### src/rtl/imm_gen_pipe.sv
// imm_gen_pipe: registered RV immediate decoder with valid/ready handshake.
// The output register is backed by an optional skid register so that a stall
// from execute can hold fetch off one cycle late without losing instructions.
module imm_gen_pipe #(
    parameter int XLEN = 32,
    parameter bit SKID = 1'b1,
    parameter bit U_EN = 1'b1
) (
    input  logic            iCLK,
    input  logic            iRSTn,
    input  logic            iValid,
    output logic            oReady,
    input  logic [31:0]     iInstruction,
    input  logic [XLEN-1:0] iPC,
    output logic            oValid,
    input  logic            iReady,
    output logic [XLEN-1:0] oImmediate,
    output logic [2:0]      oKind,
    output logic            oIllegal,
    output logic [XLEN-1:0] oPC
);

    localparam logic [2:0] K_NONE = 3'd0;
    localparam logic [2:0] K_I    = 3'd1;
    localparam logic [2:0] K_S    = 3'd2;
    localparam logic [2:0] K_B    = 3'd3;
    localparam logic [2:0] K_U    = 3'd4;
    localparam logic [2:0] K_J    = 3'd5;

    typedef struct packed {
        logic [XLEN-1:0] imm;
        logic [2:0]      kind;
        logic            ill;
        logic [XLEN-1:0] pc;
    } pl_t;

    logic        [31:0] ins;
    logic               s;
    logic signed [31:0] imm32;
    pl_t                dec;
    pl_t                out_pl, skid_pl;
    logic               out_vld, skid_vld;
    logic               in_acc, out_acc;

    assign ins = iInstruction;
    assign s   = iInstruction[31];

    // Decode the opcode into a 32-bit immediate, then sign-extend to XLEN
    always_comb begin
        imm32    = '0;
        dec      = '0;
        dec.pc   = iPC;
        unique case (ins[6:0])
            7'b0000011, 7'b0010011, 7'b1100111: begin
                dec.kind = K_I;
                imm32    = {{20{s}}, ins[31:20]};
            end
            7'b0100011: begin
                dec.kind = K_S;
                imm32    = {{20{s}}, ins[31:25], ins[11:7]};
            end
            7'b1100011: begin
                dec.kind = K_B;
                imm32    = {{19{s}}, s, ins[7], ins[30:25], ins[11:8], 1'b0};
            end
            7'b1101111: begin
                dec.kind = K_J;
                imm32    = {{11{s}}, s, ins[19:12], ins[20], ins[30:21], 1'b0};
            end
            7'b0110111, 7'b0010111: begin
                if (U_EN) begin
                    dec.kind = K_U;
                    imm32    = {ins[31:12], 12'b0};
                end else begin
                    dec.ill  = 1'b1;
                end
            end
            7'b0110011: begin
                dec.kind = K_NONE;
            end
            default: begin
                dec.ill  = 1'b1;
            end
        endcase
        // signed size cast replicates bit 31 up to XLEN
        dec.imm = XLEN'(imm32);
    end

    // Ready comes only from registered occupancy: skid free, or output free
    assign oReady  = SKID ? !skid_vld : !out_vld;
    assign in_acc  = iValid && oReady;
    assign out_acc = out_vld && iReady;

    // Output/skid occupancy: refill the output from skid first, then from input
    always_ff @(posedge iCLK or negedge iRSTn) begin
        if (!iRSTn) begin
            out_vld  <= 1'b0;
            skid_vld <= 1'b0;
            out_pl   <= '0;
            skid_pl  <= '0;
        end else if (!out_vld || out_acc) begin
            if (skid_vld) begin
                out_pl   <= skid_pl;
                out_vld  <= 1'b1;
                skid_vld <= 1'b0;
            end else if (in_acc) begin
                out_pl   <= dec;
                out_vld  <= 1'b1;
            end else begin
                out_vld  <= 1'b0;
            end
        end else if (in_acc) begin
            // output stalled but still ready: only reachable with a skid
            skid_pl  <= dec;
            skid_vld <= 1'b1;
        end
    end

    assign oValid     = out_vld;
    assign oImmediate = out_pl.imm;
    assign oKind      = out_pl.kind;
    assign oIllegal   = out_pl.ill;
    assign oPC        = out_pl.pc;

endmodule

### config.mk
export PLATFORM = sky130hd
export DESIGN_NAME = imm_gen_pipe
export DESIGN_NICKNAME = d
export VERILOG_FILES = /design/src/rtl/imm_gen_pipe.sv
export SDC_FILE = /design/constraint.sdc
export NUM_CORES = 1
export LEC_CHECK = 0
export ABC_AREA = 1
export CORE_MARGIN = 2
export CORE_UTILIZATION = 45
export CTS_CLUSTER_DIAMETER = 100
export DETAILED_ROUTE_END_ITERATION = 10
export GPL_TIMING_DRIVEN = 0
export PLACE_DENSITY = 0.83
export REMOVE_ABC_BUFFERS = 1
export SYNTH_ARGS = -nofsm -noshare
export SYNTH_HDL_FRONTEND = slang
export SYNTH_SLANG_ARGS = --single-unit
### constraint.sdc
create_clock -name iCLK -period 4 [get_ports iCLK]
set_input_delay 1 -clock iCLK [delete_from_list [all_inputs] [get_ports iCLK]]
set_output_delay 1 -clock iCLK [all_outputs]
set_load 0.1 [all_outputs]
-- Word-level counts from Yosys, hierarchy flattened
Cells that the tools add are included.
- bits in registers: 138
- latch bits: 0
- memory bits (writable): 0
- ROM bits: 0
- logic and storage cells: 41
- memories kept: 0
- add/sub/neg operators: 0
- multipliers: 0
- div/mod/pow operators: 0
- $lt $le $gt $ge: 0
- equality and inequality tests: 9
- shifts and indexed selects: 0
- muxes and demuxes: 9
- bitwise gates (word level): 1
- reductions and logical operators: 12
- operators with widths (cell ; count):
    $pmux W32 S5 ; 1
    $mux W68 ; 2
    $eq A7 B6 Y1 const B ; 3
    $eq A7 B7 Y1 const B ; 3
    $pmux W3 S5 ; 1
    $eq A7 B5 Y1 const B ; 2
    $reduce_or A9 Y1 ; 1
    $eq A7 B2 Y1 const B ; 1
    $mux W1 ; 5
    $reduce_and A2 Y1 ; 2
    $reduce_bool A2 Y1 ; 2
    $reduce_or A3 Y1 ; 1
    $logic_and A1 B1 Y1 ; 2
    $logic_not A1 Y1 ; 2
    $reduce_or A2 Y1 ; 1
    $logic_or A1 B1 Y1 ; 1
    $not A1 Y1 ; 1

-- Logic depth before layout (Yosys ltp)
- depth after elaboration: 5
- gate-level depth with buffers: 10
- mapped depth without buffers: 9

-- Worst setup path after synthesis
No wires, ideal clock.
- kind: flip-flop to output port
- start: reg skid_vld
- end: out oReady
- data arrival time: 1.618 ns
- data required time: 3.000 ns
- setup slack: 1.382 ns
- cell stages (with the launch flop): 4
- buffers on the path: 2
- cell sequence: dfrtp_1 > inv_1 > buf_2 > buf_1
- word-level cells in the longest chain between the ends: 1
- RTL lines (what ; line ; source):
    from (decl) ; 42 ; logic out_vld, skid_vld;
    from (signal assigned) ; 98 ; skid_vld <= 1'b0;
    from (signal assigned) ; 105 ; skid_vld <= 1'b0;
    from (signal assigned) ; 115 ; skid_vld <= 1'b1;
    $logic_not A1 Y1 ; 90 ; assign oReady = SKID ? !skid_vld : !out_vld;
    to (decl) ; 12 ; output logic oReady,
No other way between the ends.

-- Final worst setup path
Ends and elaborated chain as after synthesis.

==> metrics.md <==
| Metric | Value |
|---|---|
| Status | `complete, no violations` |
| Max-cap violations | `0` |
| First-pass iteration count of the detailed router | `6` |
| CP endpoint kind | `output port` |
| Period utilization | `89.5%` |
| Post-placement cell count | `1081` |
| Post-placement cell area | `7910 um2` |
| Synth warn | `0` |
| Max Fclk | `279 MHz` |
| Worst Hold Path EP | `skid_pl[26]` |
| Ys flop type | `dfrtp_1` |
| Inserted Clock Buffers | `17` |
| Die ar. | `15300 um2` |
| Initial antenna violation count | `0` |
| Layout Nets | `988` |
| Worst Hold Class | `reg -> reg` |
| Critical path type | `reg -> out` |
| Final RePlAce weighted congestion | `0.811` |
| Area leader, netlist | `dfrtp_1` |
| Worst-path clk slew | `60 ps` |
| Leak | `4.14 nW` |
| Num rows | `43` |
| Setup violators final | `0` |
| Worst Hold Launch | `skid_pl[26]` |
| CTS root buf | `clkbuf_16` |
| CP startpoint kind | `flop` |
| Final min period | `3580 ps` |
| Top post-synthesis cells by area | `dfrtp_1 54%, nand2_1 18%, nor2_1 5.9%` |
| Pwr dens | `594 nW/um2` |
| R2r setup slk | `440 ps` |
| Syn Inst Count | `810` |
| Slew Viols, Final | `0` |
| Max Buffers Root-to-Sink | `2` |
| DRC viols | `0` |
| Fin area | `8510 um2` |
| Postcts setup bufs | `0` |
| Worst slew margin | `28.3%` |
| Detailed-route vias per instance | `5.19` |
| Req. time, crit path | `3000 ps` |
| Final hold vios | `0` |
| Grt ovf | `0` |
| Post-synthesis sequential area ratio | `53.6%` |
| GRT Total Usage | `22.3%` |
| Ant. Diodes | `0` |
| CP arrival | `2580 ps` |
| WHS Path Cells | `2` |
| Core ar. | `13900 um2` |
| TNS Setup | `0 ps` |
| I/O pin count | `138` |
| Cts repair resizes | `1` |
| Synth cell types | `25` |
| First-pass GRT wire length | `26700 um` |
| IO Port Bufs | `137` |
| Post-route ant nets | `0` |
| Vias in the first global route | `5644` |
| Horiz. Die Dim | `124 um` |
| Reg-to-reg endpoint | `skid_pl[60]` |
| Syn_area_per_cell | `7.95 um2` |
| VDD IR max | `0.310 mV` |
| Clock latency on the worst-skew pair | `410 ps` |
| Cell Count, Final, Fillers Out | `1113` |
| Share of layout cells above drive strength 1 | `6.75%` |
| Post-Syn Area | `6440 um2` |
| Worst R2R Start | `skid_vld` |
| Worst Reg-to-Reg Cells | `7` |
| Unrepaired setup endpoints after global routing | `false` |
| Pin count of the biggest net entering global routing | `95` |
| CTS Hold Buffers Added | `0` |
| Final Skew | `7.32 ps` |
| Initial drt markers | `390` |
| CTS tree | `built` |
| Layout area overhead | `32.1%` |
| Crit path max fanout | `43` |
| Number of flops mapped to enable cells by yosys | `0` |
| Worst slew pin tran | `1070 ps` |
| Tot Pwr | `5.05 mW` |
| Die Y | `124 um` |
| DP Wirelength | `10300 um` |
| Async SR Flop Fraction | `100%` |
| Starting Density | `46.2%` |
| Synth Register Bits | `138` |
| Wire length per cell | `14.4 um` |
| Vias | `5778` |
| # clock sinks | `138` |
| Filler cell count | `1254` |
| Routed WL | `16000 um` |
| H-tree depth | `4` |
| Yosys top cell area share | `53.6%` |
## report_power, final
part	switching, mW	total, mW	internal, mW
Clock	0.562	1.58	1.02
Sequential	0.131	1.76	1.63
Combinational	1.29	1.71	0.424
## worst max path at each step
| stage | from | to | slack (ps) | cells after the start |
|---|---|---|---|---|
| 4_1_cts | skid_vld | oReady | 60 | 3 |
| 3_3_place_gp | skid_vld | oKind[0] | -4040 | 6 |
| 3_5_place_dp | skid_vld | oReady | 240 | 3 |
| 5_1_grt | skid_vld | skid_pl[52] | 200 | 7 |
| 2_1_floorplan | skid_vld | skid_pl[35] | -1690 | 4 |
| 6_report | skid_vld | oReady | 420 | 3 |
## final cells by class
class / instances / area (um2) / share of cell area [%]
tap: 180 / 225 / 2.65
sequential: 138 / 3450 / 40.6
clock buffer: 27 / 523 / 6.15
multi-input combinational: 593 / 2630 / 30.9
clock inverter: 5 / 81.3 / 0.956
inverter: 28 / 108 / 1.27
timing repair buffer: 142 / 1480 / 17.4
## synthesized netlist by cell type, types with 5 or more instances
cell,instances
a21oi_1,31
a31oi_1,46
buf_1,5
buf_2,19
clkbuf_1,19
dfrtp_1,138
inv_1,21
inv_2,7
nand2_1,307
nand2_2,5
nand3_1,61
nand4_1,12
nor2_1,101
o21ai_0,8
o21ai_1,9
## flip-flops by register name, summed over array words and instances (netlist names)
register / count
skid_pl: 68
oImmediate: 32
oPC: 32
oKind: 3
oIllegal: 1
oValid: 1
skid_vld: 1
## cells in the final DEF, fill, tap and decap left out, types with 2 or more instances in the layout
cell type,instances
inv_2,7
clkdlybuf4s50_1,135
clkbuf_8,6
buf_12,3
nand3_1,60
bufinv_16,2
inv_1,20
nor2_8,2
a31oi_1,46
nand2_2,5
nand4_1,12
clkbuf_16,17
dfrtp_1,137
nand2_1,307
nand4_2,2
nor2_4,2
nor2_2,4
a21oi_1,31
clkbuf_1,4
nor2_1,100
buf_16,2
o21ai_0,8
o21ai_1,9
nand3_2,2
## cells by family after synthesis
logic type	Yosys count	synth area share [%]
AO/OA/AOI/OAI	95	8.32
buffers and inverters	79	5.68
flip-flops	138	53.6
AND/OR/NAND/NOR	498	32.4
## stage by stage
stage | worst slack (ps) | utilization [%] | hold WS [ps]
after detailed placement | 235 | 56.7 | 464
final | 421 | 61.0 | 474
after CTS | 58.4 | 61.1 | 480
after global placement | -4040 | 55.8 | 461
after global routing | 196 | 61.0 | 490
after floorplan | -1690 | - | 449
## critical path, stage by stage, from the launching register on
cell	delay (ps)
dfrtp_2	630
inv_2	670
buf_12	310
clkbuf_2	500
## layer usage
layer / share of wire (%) / vias up / track usage [%] / wire length, um
met5: 0 / - / 0 / 0
met4: 2.1 / 0 / 8.52 / 331
met3: 6.4 / 35 / 5.49 / 1020
met2: 48 / 170 / 37.4 / 7720
met1: 43 / 2730 / 27.7 / 6950
li1: - / 2843 / - / -
Power figures use the tool's default switching activity.
